## src/rtl/dino_pkg.sv

```systemverilog
// Shared types and geometry helper for the Dino Run obstacle engine.
package dino_pkg;

    typedef enum logic [1:0] {
        GS_IDLE = 2'd0,
        GS_RUN  = 2'd1,
        GS_OVER = 2'd2
    } game_state_t;

    localparam int SCREEN_W = 1280;

    // Boxes are left/top + width/height; callers zero-extend so sums never wrap.
    function automatic logic box_overlap(input logic [16:0] ax, input logic [16:0] ay,
                                         input logic [16:0] aw, input logic [16:0] ah,
                                         input logic [16:0] bx, input logic [16:0] by,
                                         input logic [16:0] bw, input logic [16:0] bh);
        return (ax < bx + bw) && (ax + aw > bx) && (ay < by + bh) && (ay + ah > by);
    endfunction

endpackage

```

## src/rtl/dino_lfsr16.sv

```systemverilog
// Free-running 16-bit Galois LFSR (taps 16,14,13,11) used to jitter respawn gaps.
module dino_lfsr16 (
    input  logic        clk,
    input  logic        reset_n,
    input  logic [15:0] seed,
    output logic [15:0] q
);

    logic [15:0] q_q, q_d;

    always_comb begin
        q_d = {1'b0, q_q[15:1]};
        if (q_q[0]) q_d = q_d ^ 16'hB400;
    end

    always_ff @(posedge clk or negedge reset_n) begin
        if (!reset_n) q_q <= seed;
        else          q_q <= q_d;
    end

    assign q = q_q;

endmodule

```

## src/rtl/dino_obstacle_engine.sv

```systemverilog
// Obstacle motion, respawn, scoring, speed ramp and collision for Dino Run.
// Motion steps on frame_tick; collision is checked every cycle while running.
module dino_obstacle_engine
    import dino_pkg::*;
#(
    parameter int          NUM_OBS        = 4,
    parameter int          XW             = 11,
    parameter int          SPAWN_X        = 1280,
    parameter int          MIN_GAP        = 200,
    parameter int          SPEED_INIT     = 1,
    parameter int          SPEED_MAX      = 8,
    parameter int          PASS_PER_LEVEL = 12,
    parameter logic [15:0] LFSR_SEED      = 16'hACE1
) (
    input  logic                  clk,
    input  logic                  reset_n,
    input  logic                  frame_tick,
    input  logic                  start,
    input  logic [XW-1:0]         dino_x,
    input  logic [XW-1:0]         dino_y,
    input  logic [5:0]            dino_w,
    input  logic [5:0]            dino_h,
    input  logic [NUM_OBS*XW-1:0] obs_y_cfg,
    input  logic [NUM_OBS*8-1:0]  obs_w_cfg,
    input  logic [NUM_OBS*6-1:0]  obs_h_cfg,
    output logic [NUM_OBS*XW-1:0] obs_x,
    output logic [NUM_OBS-1:0]    obs_active,
    output logic [1:0]            game_state,
    output logic [NUM_OBS-1:0]    hit_mask,
    output logic [3:0]            speed,
    output logic [15:0]           score
);

    localparam int IW = (NUM_OBS > 1) ? $clog2(NUM_OBS) : 1;
    localparam int CW = $clog2(NUM_OBS + 1);
    localparam int PW = $clog2(PASS_PER_LEVEL + NUM_OBS + 1);

    if (SPAWN_X + (NUM_OBS - 1) * MIN_GAP >= (1 << XW) || XW > 16 || LFSR_SEED == 16'h0
        || NUM_OBS < 1 || NUM_OBS > 8) begin : g_cfg_err
        $error("dino_obstacle_engine: illegal parameter set");
    end

    function automatic logic [NUM_OBS-1:0][XW-1:0] reset_x();
        logic [NUM_OBS-1:0][XW-1:0] r;
        for (int i = 0; i < NUM_OBS; i++) r[i] = XW'(SPAWN_X + i * MIN_GAP);
        return r;
    endfunction

    localparam logic [NUM_OBS-1:0][XW-1:0] X_RST = reset_x();

    game_state_t                gs_q, gs_d;
    logic [NUM_OBS-1:0][XW-1:0] x_q, x_d, x_mv;
    logic [NUM_OBS-1:0]         act_q, act_d, hit_q, hit_d;
    logic [NUM_OBS-1:0]         ovl, pass, gap_blk;
    logic [3:0]                 speed_q, speed_d;
    logic [15:0]                score_q, score_d;
    logic [PW-1:0]              pcnt_q, pcnt_d, pcnt_sum;
    logic [16:0]                score_sum;
    logic                       start_q, start_rise;
    logic [15:0]                lfsr;
    logic                       lfsr_unused;
    logic [31:0]                gap_need;
    logic [CW-1:0]              npass;
    logic [IW-1:0]              spawn_idx;
    logic                       spawn_vld, spawn_ok;

    dino_lfsr16 u_lfsr (
        .clk     (clk),
        .reset_n (reset_n),
        .seed    (LFSR_SEED),
        .q       (lfsr)
    );

    assign lfsr_unused = ^lfsr[15:7];
    assign start_rise  = start & ~start_q;
    assign gap_need    = 32'(MIN_GAP) + 32'(lfsr[6:0]);

    for (genvar i = 0; i < NUM_OBS; i++) begin : g_ch
        logic [XW-1:0] oy;
        logic [7:0]    ow;
        logic [5:0]    oh;
        assign oy = obs_y_cfg[i*XW +: XW];
        assign ow = obs_w_cfg[i*8 +: 8];
        assign oh = obs_h_cfg[i*6 +: 6];
        assign ovl[i] = act_q[i] && box_overlap(17'(dino_x), 17'(dino_y), 17'(dino_w), 17'(dino_h),
                                                17'(x_q[i]), 17'(oy), 17'(ow), 17'(oh));
        assign pass[i]    = act_q[i] && (x_q[i] <= XW'(speed_q));
        assign x_mv[i]    = (act_q[i] && !pass[i]) ? x_q[i] - XW'(speed_q) : x_q[i];
        // Any active channel still too close to the right edge blocks a respawn.
        assign gap_blk[i] = act_q[i] && (32'(x_q[i]) + gap_need > 32'(SPAWN_X));
    end

    // Descending scan so the lowest inactive channel wins the respawn slot.
    always_comb begin
        npass     = '0;
        spawn_vld = 1'b0;
        spawn_idx = '0;
        for (int i = NUM_OBS - 1; i >= 0; i--) begin
            npass = npass + CW'(pass[i]);
            if (!act_q[i]) begin
                spawn_vld = 1'b1;
                spawn_idx = IW'(i);
            end
        end
        spawn_ok = spawn_vld && !(|gap_blk);
    end

    assign score_sum = {1'b0, score_q} + 17'(npass);
    assign pcnt_sum  = pcnt_q + PW'(npass);

    always_comb begin
        gs_d    = gs_q;
        x_d     = x_q;
        act_d   = act_q;
        hit_d   = hit_q;
        speed_d = speed_q;
        score_d = score_q;
        pcnt_d  = pcnt_q;
        case (gs_q)
            GS_RUN: begin
                if (|ovl) begin
                    gs_d  = GS_OVER;
                    hit_d = ovl;
                end else if (frame_tick) begin
                    x_d   = x_mv;
                    act_d = act_q & ~pass;
                    if (spawn_ok) begin
                        x_d[spawn_idx]   = XW'(SPAWN_X);
                        act_d[spawn_idx] = 1'b1;
                    end
                    score_d = score_sum[16] ? 16'hFFFF : score_sum[15:0];
                    if (pcnt_sum >= PW'(PASS_PER_LEVEL)) begin
                        pcnt_d  = pcnt_sum - PW'(PASS_PER_LEVEL);
                        speed_d = (speed_q >= 4'(SPEED_MAX)) ? 4'(SPEED_MAX) : speed_q + 4'd1;
                    end else begin
                        pcnt_d = pcnt_sum;
                    end
                end
            end
            default: begin
                if (start_rise) begin
                    gs_d    = GS_RUN;
                    x_d     = X_RST;
                    act_d   = '1;
                    hit_d   = '0;
                    speed_d = 4'(SPEED_INIT);
                    score_d = '0;
                    pcnt_d  = '0;
                end
            end
        endcase
    end

    always_ff @(posedge clk or negedge reset_n) begin
        if (!reset_n) begin
            gs_q    <= GS_IDLE;
            x_q     <= X_RST;
            act_q   <= '1;
            hit_q   <= '0;
            speed_q <= 4'(SPEED_INIT);
            score_q <= '0;
            pcnt_q  <= '0;
            start_q <= 1'b0;
        end else begin
            gs_q    <= gs_d;
            x_q     <= x_d;
            act_q   <= act_d;
            hit_q   <= hit_d;
            speed_q <= speed_d;
            score_q <= score_d;
            pcnt_q  <= pcnt_d;
            start_q <= start;
        end
    end

    assign obs_x      = x_q;
    assign obs_active = act_q;
    assign game_state = gs_q;
    assign hit_mask   = hit_q;
    assign speed      = speed_q;
    assign score      = score_q;

endmodule
```

## config.mk

```make
export PLATFORM = sky130hd
export DESIGN_NAME = dino_obstacle_engine
export DESIGN_NICKNAME = d
export VERILOG_FILES = /design/src/rtl/dino_pkg.sv /design/src/rtl/dino_lfsr16.sv /design/src/rtl/dino_obstacle_engine.sv
export SDC_FILE = /design/constraint.sdc
export NUM_CORES = 1
export LEC_CHECK = 0
export BUFFER_PORTS_ARGS = -buffer_cell sky130_fd_sc_hd__buf_2
export CAP_MARGIN = 20
export CORE_ASPECT_RATIO = 0.9
export CORE_MARGIN = 2
export CORE_UTILIZATION = 40
export CTS_CLUSTER_DIAMETER = 60
export CTS_CLUSTER_SIZE = 40
export DETAILED_ROUTE_END_ITERATION = 10
export HOLD_SLACK_MARGIN = 0.12
export SLEW_MARGIN = 20
export SYNTH_ARGS = -nofsm -noshare
export SYNTH_HDL_FRONTEND = slang
export SYNTH_SLANG_ARGS = --single-unit
export TNS_END_PERCENT = 100
```

## constraint.sdc

```tcl
create_clock -name clk -period 5 [get_ports clk]
set_clock_uncertainty 0.1 [all_clocks]
set_input_delay 1 -clock clk [delete_from_list [all_inputs] [get_ports clk]]
set_output_delay 1 -clock clk [all_outputs]
set_load 0.05 [all_outputs]
```

Word-level counts from Yosys, hierarchy flattened
Cells that the tools add are included.
- register bits: 96
- input bits: 138
- output and inout bits: 74
- logic and storage cells: 170
- add/sub/neg operators: 26
- magnitude comparators: 28
- eq/ne operators: 5
- mux-type cells: 49
- bitwise gates (word level): 9
- reduce and logical (&&, ||, !) cells: 41
- operators by type and width (kind ; number):
    $mux 44 ; 5
    $gt 17x11->1 ; 6
    $lt 11x12->1 ; 8
    $mux 16 ; 6
    $add 11x6->12 ; 6
    $mux 4 ; 14
    $mux 11 ; 5
    $add 11x8->12 ; 4
    $add 11x9->12 ; 4
    $gt 12x11->1 const B ; 4
    $le 11x4->1 ; 4
    $sub 11x4->11 ; 4
    $and 36x36->36 ; 1
    $not 36->36 ; 1
    $logic_and 1x1->1 ; 30
    $mux 5 ; 5
    $gt 12x11->1 ; 2
    $demux 11 s2 ; 1
    $add 16x3->17 ; 1
    $mux 2 ; 7
    $add 8x7->9 const A ; 1
    $ne 2x2->1 const B ; 4
    $or 8x8->8 ; 1
    $reduce_or 4->1 ; 2
    other kinds (24) ; 32

Longest topological paths before layout
- word-level depth: 14
- depth in mapped cells: 25
- depth with buffers taken out: 23

Least setup slack after synthesis
OpenSTA, ideal clock, no wires.
- kind: register -> register
- start: register speed_q[1] (netlist: speed[1])
- end: register score_q[3] (netlist: score[3])
- library setup time: 0.067 ns
- arrival: 5.320 ns
- data required time: 4.833 ns
- setup slack: -0.487 ns
- cell stages (with the launch flop): 22
- path buffers: 0
- clock period less this slack: 5.487 ns
- path through: dfrtp_1 -> inv_1 -> ha_1 -> a21o_1 -> a21o_1 -> a211oi_1 -> o21ba_2 -> and2_1 -> fa_1 -> ha_1 -> ha_1 -> inv_1 -> fa_1 -> nor2b_1 -> o21ai_0 -> nor4_1 -> nand3_1 -> nor2_1 -> nand2_1 -> or2_2 -> o21ai_0 -> a22o_1
- word-level cells in the longest chain between the ends: 10
- elaborated cells between the ends (all ways): 16
- classes of those cells: 4 x add/sub; 4 x order compare; 4 x mux; 4 x reduce/logical
- RTL lines (element ; RTL line ; RTL):
    start: declaration ; dino_obstacle_engine.sv:55 ; logic [3:0] speed_q, speed_d;
    start signal: assignment ; dino_obstacle_engine.sv:160 ; speed_q <= 4'(SPEED_INIT);
    start signal: assignment ; dino_obstacle_engine.sv:169 ; speed_q <= speed_d;
    $le 11x4->1 ; dino_obstacle_engine.sv:87 ; assign pass[i] = act_q[i] && (x_q[i] <= XW'(speed_q));
    $logic_and 1x1->1 ; dino_obstacle_engine.sv:87 ;
    $add 1x1->2 ; dino_obstacle_engine.sv:99 ; npass = npass + CW'(pass[i]);
    $add 2x1->3 ; dino_obstacle_engine.sv:99 ;
    $add 3x1->3 * ; dino_obstacle_engine.sv:99 ;
    $add 16x3->17 * ; dino_obstacle_engine.sv:108 ; assign score_sum = {1'b0, score_q} + 17'(npass);
    $mux 16 * ; dino_obstacle_engine.sv:131 ; score_d = score_sum[16] ? 16'hFFFF : score_sum[15:0];
    $mux 16 * ; dino_obstacle_engine.sv:124 ; end else if (frame_tick) begin
    $mux 16 * ; dino_obstacle_engine.sv:121 ; if (|ovl) begin
    $mux 16 * ; dino_obstacle_engine.sv:119 ; case (gs_q)
    end signal: assignment ; dino_obstacle_engine.sv:170 ; score_q <= score_d;
    end: declaration ; dino_obstacle_engine.sv:56 ; logic [15:0] score_q, score_d;
Every way passes the cells marked *; elsewhere a longest branch is shown, timed or not. The select of a mux whose other input is x is not followed.
A chain may end at the register's enable or synchronous reset.

Worst setup path in the final report
- start: input port obs_h_cfg[12]
- end: register act_q[1] (netlist: obs_active[1])
- word-level cells in the longest chain between the ends: 8
- RTL lines (element ; RTL line ; RTL):
    start: declaration ; dino_obstacle_engine.sv:25 ; input logic [NUM_OBS*6-1:0] obs_h_cfg,
    $add 11x6->12 ; dino_pkg.sv:17 ; return (ax < bx + bw) && (ax + aw > bx) && (ay < by + bh) && (ay + ah > by);
    $lt 11x12->1 ; dino_pkg.sv:17 ;
    $logic_and 1x1->1 (2 in a row) ; dino_pkg.sv:17 ;
    $logic_and 1x1->1 ; dino_obstacle_engine.sv:85 ; assign ovl[i] = act_q[i] && box_overlap(17'(dino_x), 17'(dino_y), 17'(dino_w), 17'(dino_h),
    $reduce_or 4->1 ; dino_obstacle_engine.sv:121 ;
    $ne 2x2->1 (no source line) ; - ;
    $reduce_and 3->1 (no source line) ; - ;
    end signal: assignment ; dino_obstacle_engine.sv:167 ; act_q <= act_d;
    end: declaration ; dino_obstacle_engine.sv:53 ; logic [NUM_OBS-1:0] act_q, act_d, hit_q, hit_d;
No other way between the ends.

==> results_dict.tcl <==
set metrics [dict create \
    cts_tree "yes" \
    path_delay_family "compound AO/OA/AOI/OAI gates" \
    peakVddDrop_mv 0.276 \
    drive_gt1_share_pct 29.2 \
    synth_warnings 0 \
    clock-sinks 96 \
    tightest_slew_ps 829 \
    ios 212 \
    netlist-cell-type-count 92 \
    crit_start "obs_h_cfg[12]" \
    p_leak_nw 9.59 \
    grt_pass1_wl_um 80200 \
    grt_use_total_pct 27.5 \
    drc 0 \
    r2r.worst_path.cells 19 \
    syn_area_um2 14600 \
    setup_viol 70 \
    avgSynthCellArea_um2 8.31 \
    fill_cells 3400 \
    r2r-end "score[13]" \
    max_cap_violations 0 \
    clk_latency_ps 360 \
    ant_nets 0 \
    critPathSlowestCell "or4_4" \
    crit_path_end_kind "register" \
    mostFrequentLayoutCells "292 x ha_1, 225 x buf_4, 208 x buf_2" \
    placedInstanceArea_um2 17700 \
    synth_flop_cell "dfrtp_1" \
    grt_max_degree 63 \
    antenna_found_initial 2 \
    coreArea_um2 36000 \
    post-route-period-util_pct 103 \
    crit_fanout 10 \
    via_per_inst 5.74 \
    wl_met1_um 25100 \
    wirelength_um 54200 \
    cp.depth 25 \
    cts_buffers 9 \
    hold_class "reg -> reg" \
    fin_area_um2 19200 \
    hpwl_um 44000 \
    design.die.area_um2 38000 \
    worstPathArrival_ps 5330 \
    grt_pass1_vias 14600 \
    hold_viol 0 \
    wl_per_cell_um 20.2 \
    r2r-start "speed[2]" \
    max_slew_margin_pct 44.7 \
    synth_edf_count 0 \
    routed.top_layer "met4" \
    final_util_pct 53.3 \
    clock.fmax_mhz 194 \
    synthesis.nets 2212 \
    crit_path_max_incr_delay_ps 590 \
    period_needed_ps 5160 \
    required_ps 5170 \
    grt_overflow 0 \
    rrSetupSlack_ps 40 \
    gp_congestion 0.956 \
    die_h_um 185 \
    clockBufferDepth 2 \
    critPathKind "in -> reg" \
    synth_async_sr_flop_share_pct 100 \
    ys_ff_latch 96 \
    layout_setup_ws_ps -156 \
    dieWidth_um 205 \
    num_vias 15400 \
    htree_num_levels 3 \
    port_buffers 211 \
    rsz0062_at_grt "true" \
    nNetsFinal 2663 \
    powerDensity_nw_per_um2 437 \
    areaGrowthSynthToFinish_pct 31.7 \
    drv_slew 0 \
    dr_wl_met3_um 3680 \
    dr.pass1.iters 5 \
    synth-seq-area-share_pct 16.8 \
    row_count 66 \
    drtIter0Drc 1038 \
    start_util_pct 40.5 \
    endpoint "obs_active[1]" \
    root_buffer "clkbuf_16" \
    start_kind "input pin" \
    status "finished, violations left" \
    wl_met2_um 23700 \
    timing.critical_path.buf_inv 6 \
    violations "negative setup slack" \
    final_common_cell "ha_1" \
    synthCells 1753 \
    path_clk_slew_ps 70 \
]
kinds of logic after synthesis:
family | Yosys count | share of synthesized area, %
muxes | 9 | 0.636
AOI/OAI and AO/OA | 551 | 25.0
xor gates and xnor gates | 114 | 6.86
and+or+nand+nor | 463 | 16.6
buffers and inverters | 199 | 5.51
adders and majority gates | 321 | 28.7
DFF | 96 | 16.8
metrics by stage:
step                hold WS [ps]  instances  power (mW)  setup slack, ps  setup TNS [ps]
floorplan                    231       1753        5.02             11.3               0
finish                       254       2687        8.38             -156           -5570
detailed placement           242       2624        6.92             -579          -35900
global route                 262       2687        9.02             -375          -21900
CTS                          257       2655        7.84             9.46               0
global placement             238       2624        6.82             -498          -28960
worst min-delay path by stage:
stage               depth (start not counted)          from            to  slack [ps]
floorplan                                   0   u_lfsr.q[9]   u_lfsr.q[8]         230
global placement                            0  u_lfsr.q[12]  u_lfsr.q[11]         240
detailed placement                          0   u_lfsr.q[9]   u_lfsr.q[8]         240
CTS                                         0   u_lfsr.q[7]   u_lfsr.q[6]         260
global route                                0   u_lfsr.q[8]   u_lfsr.q[7]         260
finish                                      0  u_lfsr.q[12]  u_lfsr.q[11]         250
per-layer routing:
layer  track usage [%]  vias up
li1                  -     7402
met1              38.6     7381
met2              42.8      524
met3              4.13      109
met4              9.27        0
met5                 0        -
cells in the mapped netlist, types with 15 or more instances:
cell	number	area share (%)
nand3_1	64	2.2
o21a_1	25	1.3
o21ai_0	123	4.2
and3_1	20	0.86
nand2_1	85	2.2
nand2b_1	27	1.2
nand4_1	40	1.7
nor2b_1	29	1.2
dfstp_2	30	5.4
xnor2_1	72	4.3
a31oi_1	19	0.82
nor2_1	95	2.4
fa_1	21	2.9
a21oi_1	137	4.7
a21o_1	63	3.2
ha_1	300	26
o2bb2ai_1	15	0.90
nor3_1	38	1.3
inv_1	172	4.4
a211oi_1	26	1.3
dfrtp_1	66	11
xor2_1	42	2.5
what timing repair did:
action,4_1_cts,5_1_grt
endpoints found under the hold margin,0,0
setup endpoints to repair,72,79
cloned,1,3
buffers inserted,14,28
hold buffers,0,0
pin swaps,19,74
gates resized for setup,32,141
where the power goes:
group | total (mW) | internal [mW] | switching, mW | leakage, nW
logic | 6.44 | 2.73 | 3.71 | 8.24
clock network | 0.761 | 0.440 | 0.321 | 0.156
registers | 1.18 | 0.961 | 0.220 | 1.19
total | 8.38 | 4.13 | 4.25 | 9.59
worst register-to-register path, stage by stage (launching register included):
cell	delay (ps)
dfrtp_2	440
inv_1	250
ha_1	340
a21o_1	210
a211oi_2	240
o21ba_2	190
and2_1	150
fa_1	450
ha_1	210
ha_1	280
buf_4	140
ha_1	260
a21o_1	110
a21oi_1	90
nor4_2	300
and3_1	270
and3_1	220
nand3_1	170
a21o_1	220
a22o_1	220
state kept, by name (all words and copies together) (netlist names):
| register | cells |
|---|---|
| obs_x | 44 |
| score | 16 |
| u_lfsr.q | 16 |
| pcnt_q | 5 |
| hit_mask | 4 |
| obs_active | 4 |
| speed | 4 |
| game_state | 2 |
| start_q | 1 |
area by class of cell:
| cell class | instances | area (um^2) | share of cell area, % |
|---|---|---|---|
| antenna | 2 | 5.00 | 0.0261 |
| clock buffer | 9 | 225 | 1.17 |
| clock inverter | 7 | 95.1 | 0.496 |
| inverter | 174 | 656 | 3.42 |
| multi-input combinational | 1458 | 11900 | 62.1 |
| sequential | 96 | 2450 | 12.8 |
| tap | 476 | 596 | 3.11 |
| timing repair buffer | 465 | 3250 | 16.9 |
Note: power is estimated with default switching activity, not from simulation.
